`src/rtl/bin_to_bcd_seq.sv`:
```
// ---------------------------------------------------------------------------
// bin_to_bcd_seq
//
// Multi-cycle binary-to-BCD converter (shift-and-add-3 / double dabble).
// Converts one IN_W-bit unsigned value per request, one bit per clock, and
// publishes DIGITS BCD nibbles. Inputs that do not fit in DIGITS decimal
// digits saturate to all nines and raise ovf. An optional leading-zero mask
// tells the 7-segment driver which digits to leave dark.
//
// Parameters
//   IN_W     binary input width (>= 4)
//   DIGITS   BCD digits published (>= 1)
//   BLANK_LZ 1 = drive the leading-zero blank mask, 0 = blank tied low
//
// Ports
//   clk     system clock, rising edge
//   rst     synchronous reset, active high (aborts a conversion in flight)
//   start   conversion request, only looked at while idle
//   in      binary value, captured when start is accepted
//   busy    conversion in progress, up to and including the done cycle
//   done    one-cycle pulse, digits/blank/ovf updated
//   digits  BCD result, digit k at [4k+3:4k], k=0 is the ones digit
//   blank   bit k set = digit k is a leading zero (bit 0 never set)
//   ovf     input exceeded 10^DIGITS-1, digits saturated to all nines
// ---------------------------------------------------------------------------

// Per-nibble correction: a digit of 5 or more would exceed 9 after the next
// doubling, so pre-add 3 to carry it into the next nibble on the shift.
module bin_to_bcd_add3 (
    input  logic [3:0] d,
    output logic [3:0] q
);
    assign q = (d >= 4'd5) ? d + 4'd3 : d;
endmodule

module bin_to_bcd_seq #(
    parameter int IN_W     = 14,
    parameter int DIGITS   = 4,
    parameter int BLANK_LZ = 1
) (
    input  logic                  clk,
    input  logic                  rst,
    input  logic                  start,
    input  logic [IN_W-1:0]       in,
    output logic                  busy,
    output logic                  done,
    output logic [4*DIGITS-1:0]   digits,
    output logic [DIGITS-1:0]     blank,
    output logic                  ovf
);

    // Scratch nibbles: enough to hold any IN_W-bit value in decimal
    // (IN_W*log10(2) < IN_W/3), never fewer than the published digits. This
    // keeps overflowing inputs from wrapping inside the reduction.
    localparam int NEED_NIB = (IN_W + 2) / 3;
    localparam int SN       = (DIGITS > NEED_NIB) ? DIGITS : NEED_NIB;
    localparam int SW       = 4 * SN;
    localparam int CW       = $clog2(IN_W);
    // Limit arithmetic width: 10x a value capped at 2^IN_W fits in IN_W+4 bits.
    localparam int LW       = IN_W + 5;

    // 10^DIGITS, clamped to 2^IN_W so huge digit counts cannot overflow the
    // constant. A clamp of 2^IN_W can never be reached by an IN_W-bit input,
    // which is exactly the "never overflows" answer.
    function automatic logic [LW-1:0] calc_limit(input int nd);
        logic [LW-1:0] p;
        logic [LW-1:0] cap;
        p        = LW'(1);
        cap      = '0;
        cap[IN_W] = 1'b1;
        for (int i = 0; i < nd; i++) begin
            p = p * LW'(10);
            if (p > cap) p = cap;
        end
        return p;
    endfunction

    localparam logic [LW-1:0]     LIMIT     = calc_limit(DIGITS);
    localparam logic [DIGITS-1:0] BLANK_RST = (BLANK_LZ != 0) ? ~DIGITS'(1) : '0;

    typedef enum logic [1:0] {
        S_IDLE,
        S_SHIFT,
        S_DONE
    } state_t;

    state_t              state_q, state_d;
    logic [IN_W-1:0]     bin_q;
    logic [SW-1:0]       scr_q;
    logic [CW-1:0]       cnt_q;
    logic                ovfp_q;
    logic                done_q;
    logic [4*DIGITS-1:0] digits_q;
    logic [DIGITS-1:0]   blank_q;
    logic                ovf_q;

    logic                accept;
    logic                last_bit;
    logic [SW-1:0]       scr_adj;
    logic [SW+IN_W-1:0]  shifted;
    logic [4*DIGITS-1:0] digits_d;
    logic [DIGITS-1:0]   blank_d;
    logic                allz;

    // A start seen in the done cycle is dropped: the FSM is already back in
    // IDLE there, but the conversion is not finished from the caller's view.
    assign accept   = (state_q == S_IDLE) && start && !done_q;
    assign last_bit = (cnt_q == CW'(IN_W - 1));

    // ---------------------------------------------------------------------
    // Add-3 correction on every scratch nibble, then shift the combined
    // {scratch, binary} register left so the binary MSB enters scratch LSB.
    // ---------------------------------------------------------------------
    for (genvar g = 0; g < SN; g++) begin : g_nib
        bin_to_bcd_add3 u_add3 (
            .d (scr_q[4*g +: 4]),
            .q (scr_adj[4*g +: 4])
        );
    end

    assign shifted = {scr_adj, bin_q} << 1;

    // ---------------------------------------------------------------------
    // Result formatting (valid while in DONE)
    // ---------------------------------------------------------------------
    always_comb begin
        digits_d = ovfp_q ? {DIGITS{4'h9}} : scr_q[4*DIGITS-1:0];
        blank_d  = '0;
        allz     = 1'b1;
        if (BLANK_LZ != 0 && !ovfp_q) begin
            // Walk down from the top digit; a digit is blank only while every
            // digit above it (and itself) is zero. Digit 0 is always shown.
            for (int k = DIGITS - 1; k >= 1; k--) begin
                allz       = allz & (digits_d[4*k +: 4] == 4'h0);
                blank_d[k] = allz;
            end
        end
    end

    // ---------------------------------------------------------------------
    // FSM
    // ---------------------------------------------------------------------
    always_ff @(posedge clk) begin
        if (rst) state_q <= S_IDLE;
        else     state_q <= state_d;
    end

    always_comb begin
        state_d = state_q;
        unique case (state_q)
            S_IDLE:  if (accept)   state_d = S_SHIFT;
            S_SHIFT: if (last_bit) state_d = S_DONE;
            S_DONE:                state_d = S_IDLE;
            default:               state_d = S_IDLE;
        endcase
    end

    // ---------------------------------------------------------------------
    // Datapath and registered outputs
    // ---------------------------------------------------------------------
    always_ff @(posedge clk) begin
        if (rst) begin
            bin_q    <= '0;
            scr_q    <= '0;
            cnt_q    <= '0;
            ovfp_q   <= 1'b0;
            done_q   <= 1'b0;
            digits_q <= '0;
            blank_q  <= BLANK_RST;
            ovf_q    <= 1'b0;
        end else begin
            done_q <= 1'b0;
            unique case (state_q)
                S_IDLE: begin
                    if (accept) begin
                        bin_q  <= in;
                        scr_q  <= '0;
                        cnt_q  <= '0;
                        ovfp_q <= ({{(LW-IN_W){1'b0}}, in} >= LIMIT);
                    end
                end
                S_SHIFT: begin
                    {scr_q, bin_q} <= shifted;
                    cnt_q          <= cnt_q + CW'(1);
                end
                S_DONE: begin
                    digits_q <= digits_d;
                    blank_q  <= blank_d;
                    ovf_q    <= ovfp_q;
                    done_q   <= 1'b1;
                end
                default: ;
            endcase
        end
    end

    assign busy   = (state_q != S_IDLE) || done_q;
    assign done   = done_q;
    assign digits = digits_q;
    assign blank  = blank_q;
    assign ovf    = ovf_q;

endmodule

```
`config.mk`:
```
export PLATFORM = sky130hd
export DESIGN_NAME = bin_to_bcd_seq
export DESIGN_NICKNAME = d
export VERILOG_FILES = /design/src/rtl/bin_to_bcd_seq.sv
export SDC_FILE = /design/constraint.sdc
export NUM_CORES = 1
export LEC_CHECK = 0
export CAP_MARGIN = 20
export CORE_ASPECT_RATIO = 1.1
export CORE_MARGIN = 5
export CORE_UTILIZATION = 24
export CTS_BUF_LIST = sky130_fd_sc_hd__clkbuf_16
export CTS_CLUSTER_SIZE = 20
export DETAILED_ROUTE_END_ITERATION = 8
export DONT_BUFFER_PORTS = 1
export PLACE_DENSITY = 0.39
export SETUP_SLACK_MARGIN = 0.15
export SLEW_MARGIN = 20
export SYNTH_ARGS = -nofsm -noshare
export SYNTH_HDL_FRONTEND = slang
export SYNTH_HIERARCHICAL = 1
export SYNTH_SLANG_ARGS = --single-unit
```
`constraint.sdc`:
```
create_clock -name clk -period 2.8 [get_ports clk]
set_input_delay 0.56 -clock clk [delete_from_list [all_inputs] [get_ports clk]]
set_output_delay 0.56 -clock clk [all_outputs]
set_load 0.005 [all_outputs]
```
==> results.toml <==
[global_routing]
antenna_found_initial = 0
top_usage_layer = "met2"
grt_use_met1 = 0.1261
grt.overflow.total = 0
grt_pass1_wl_um = 10830
use_met2 = 0.1548
grt_pass1_vias = 2088
grt_max_degree = 42
grtUsageTotal = 0.1034
met3_usage = 0.04589

[floorplan]
std_cell_rows = 40
io_pins = 40
dieArea_mm2 = 0.01342
start_util = 0.2452
core_area_mm2 = 0.01096
chipWidth_um = 110.9
die_h_um = 121.0

[pwr]
pwr-share-clk = 0.485
power.density_mw_per_mm2 = 630.8
p_switching_uw = 448.9
p_total_mw = 1.924
irDropWorstVdd_mv = 0.2051
p_seq_frac = 0.453
combPwrFrac = 0.061
swShare = 0.2333
p_leak_nw = 1.144
power.internal_mw = 1.475

[clock_tree]
cts-hold-fix-buffers = 0
cts_setup_buffers = 0
clkSinkCount = 58
clk_pin_slew_ns = 0.05
cts.repair.resized = 0
clk-insertion-delay-late_ns = 0.33
htreeDepth = 3
cts_tree = "built"
root_buffer = "clkbuf_16"
cts.path.max_buffers = 2
cts_buffers = 9

[worst_hold_path]
hold_path_depth = 1
hp-class = "input pin to flip-flop"

[timing]
finalCritPeriodShare = 0.6544
setup_violations = 0
whs_ns = 0.3067
slew_headroom = 0.4184
finalMaxSlewViolations = 0
fin_crit_ns = 1.832
max_clock_freq_ghz = 0.5458
fin_skew_ns = 0.004583
worst-slew-pin-transition_ns = 0.8723
finalHoldViolations = 0
finalSetupTns_ns = 0
rsz0062_at_grt = "false"

[run_status]
run_status = "complete, no violations"

[worst_setup_path]
endpoint_kind = "flip-flop"
reg2reg_depth = 4
criticalPathCategory = "flip-flop to flip-flop"
critPathMaxFanout = 15
cp.arrival_ns = 2.06
cp.required_ns = 3.03
critPathLaunchType = "flip-flop"

[drt]
routed_wl_um = 6639
drc = 0
drt_iter0_drc = 86
via_count = 2145
wl_per_cell_um = 14.50
postRouteAntennaNets = 0
vias_per_cell = 4.683
dr.pass1.iters = 4

[placement]
io_buffers = 0
hpwl_um = 4429
gp_congestion = 0.7469

[synthesis]
synthesis.yosys.warnings = 6
syn_area_per_cell_um2 = 8.587
synth_nets = 340
syn_inst = 313
syn-cell-area_mm2 = 0.002688

[finish]
nets = 334
area_growth_pct = 13.50
drive_above_1_share = 0.08360
antenna_cells = 0

[run]
maxCapViolations = 0
## power by group through the flow
stage / clock network, mW / logic (mW) / registers [mW]
after floorplan: 0 / 0.111 / 0.880
after global placement: 0 / 0.120 / 0.888
after detailed placement: 0 / 0.121 / 0.888
after CTS: 0.960 / 0.121 / 0.872
after global routing: 1.00 / 0.134 / 0.875
final: 0.934 / 0.118 / 0.872
## routing by layer
layer  part of all wire  vias up
li1                   -     1092
met1               0.48     1008
met2               0.43       33
met3              0.064       12
met4              0.019        0
met5                  0        -
## layout make-up
cell class | count | area [um2]
fill | 1186 | 7910
multi-input combinational | 222 | 1373
sequential | 58 | 1161
clock buffer | 9 | 225.2
tap | 147 | 183.9
timing repair buffer | 6 | 45.04
inverter | 10 | 37.54
clock inverter | 6 | 25.02
## worst paths after layout
| kind | from | endpoint | slack (ns) |
|---|---|---|---|
| min | rst | bin_q[2] | 0.31 |
| max | state_q[1] | bin_q[12] | 0.97 |
| max reg2reg | state_q[1] | bin_q[12] | 0.97 |
| min reg2reg | digits[6] | digits[6] | 0.46 |
## cells in the final DEF (no fill, tap or decap), types with 6 or more instances in the layout
cell	count
nand3b_1	8
nand2b_1	10
nand2_1	57
a311oi_1	12
a21oi_1	17
a22o_1	16
ha_1	10
buf_4	6
clkbuf_16	9
nand3_1	7
o21ai_0	10
nor2_1	12
dfxtp_1	58
nor3_1	23
inv_1	10
## worst max-delay path, stage by stage (launching register included)
cell and delay, ns:
dfxtp_1 0.49, nand2b_1 0.34, buf_4 0.27, nand2_1 0.31
a311oi_1 0.32
## through the flow
stage / area [um2] / utilization / cells / setup WS [ns]
3_3_place_gp: 2798 / 0.2553 / 443 / 0.7944
6_report: 3050 / 0.2783 / 458 / 0.9677
3_5_place_dp: 2800 / 0.2555 / 443 / 0.9242
5_1_grt: 3050 / 0.2783 / 458 / 0.7611
2_1_floorplan: 2688 / - / 313 / 1.220
4_1_cts: 3050 / 0.2783 / 458 / 0.9262
## flip-flops by register name, summed over array words and instances (netlist names), 2 cells and up
register  flops
bin_q        14
scr_q        16
state_q       2
digits       16
cnt_q         4
blank         3
No activity file was read; power rests on OpenSTA's default activity.
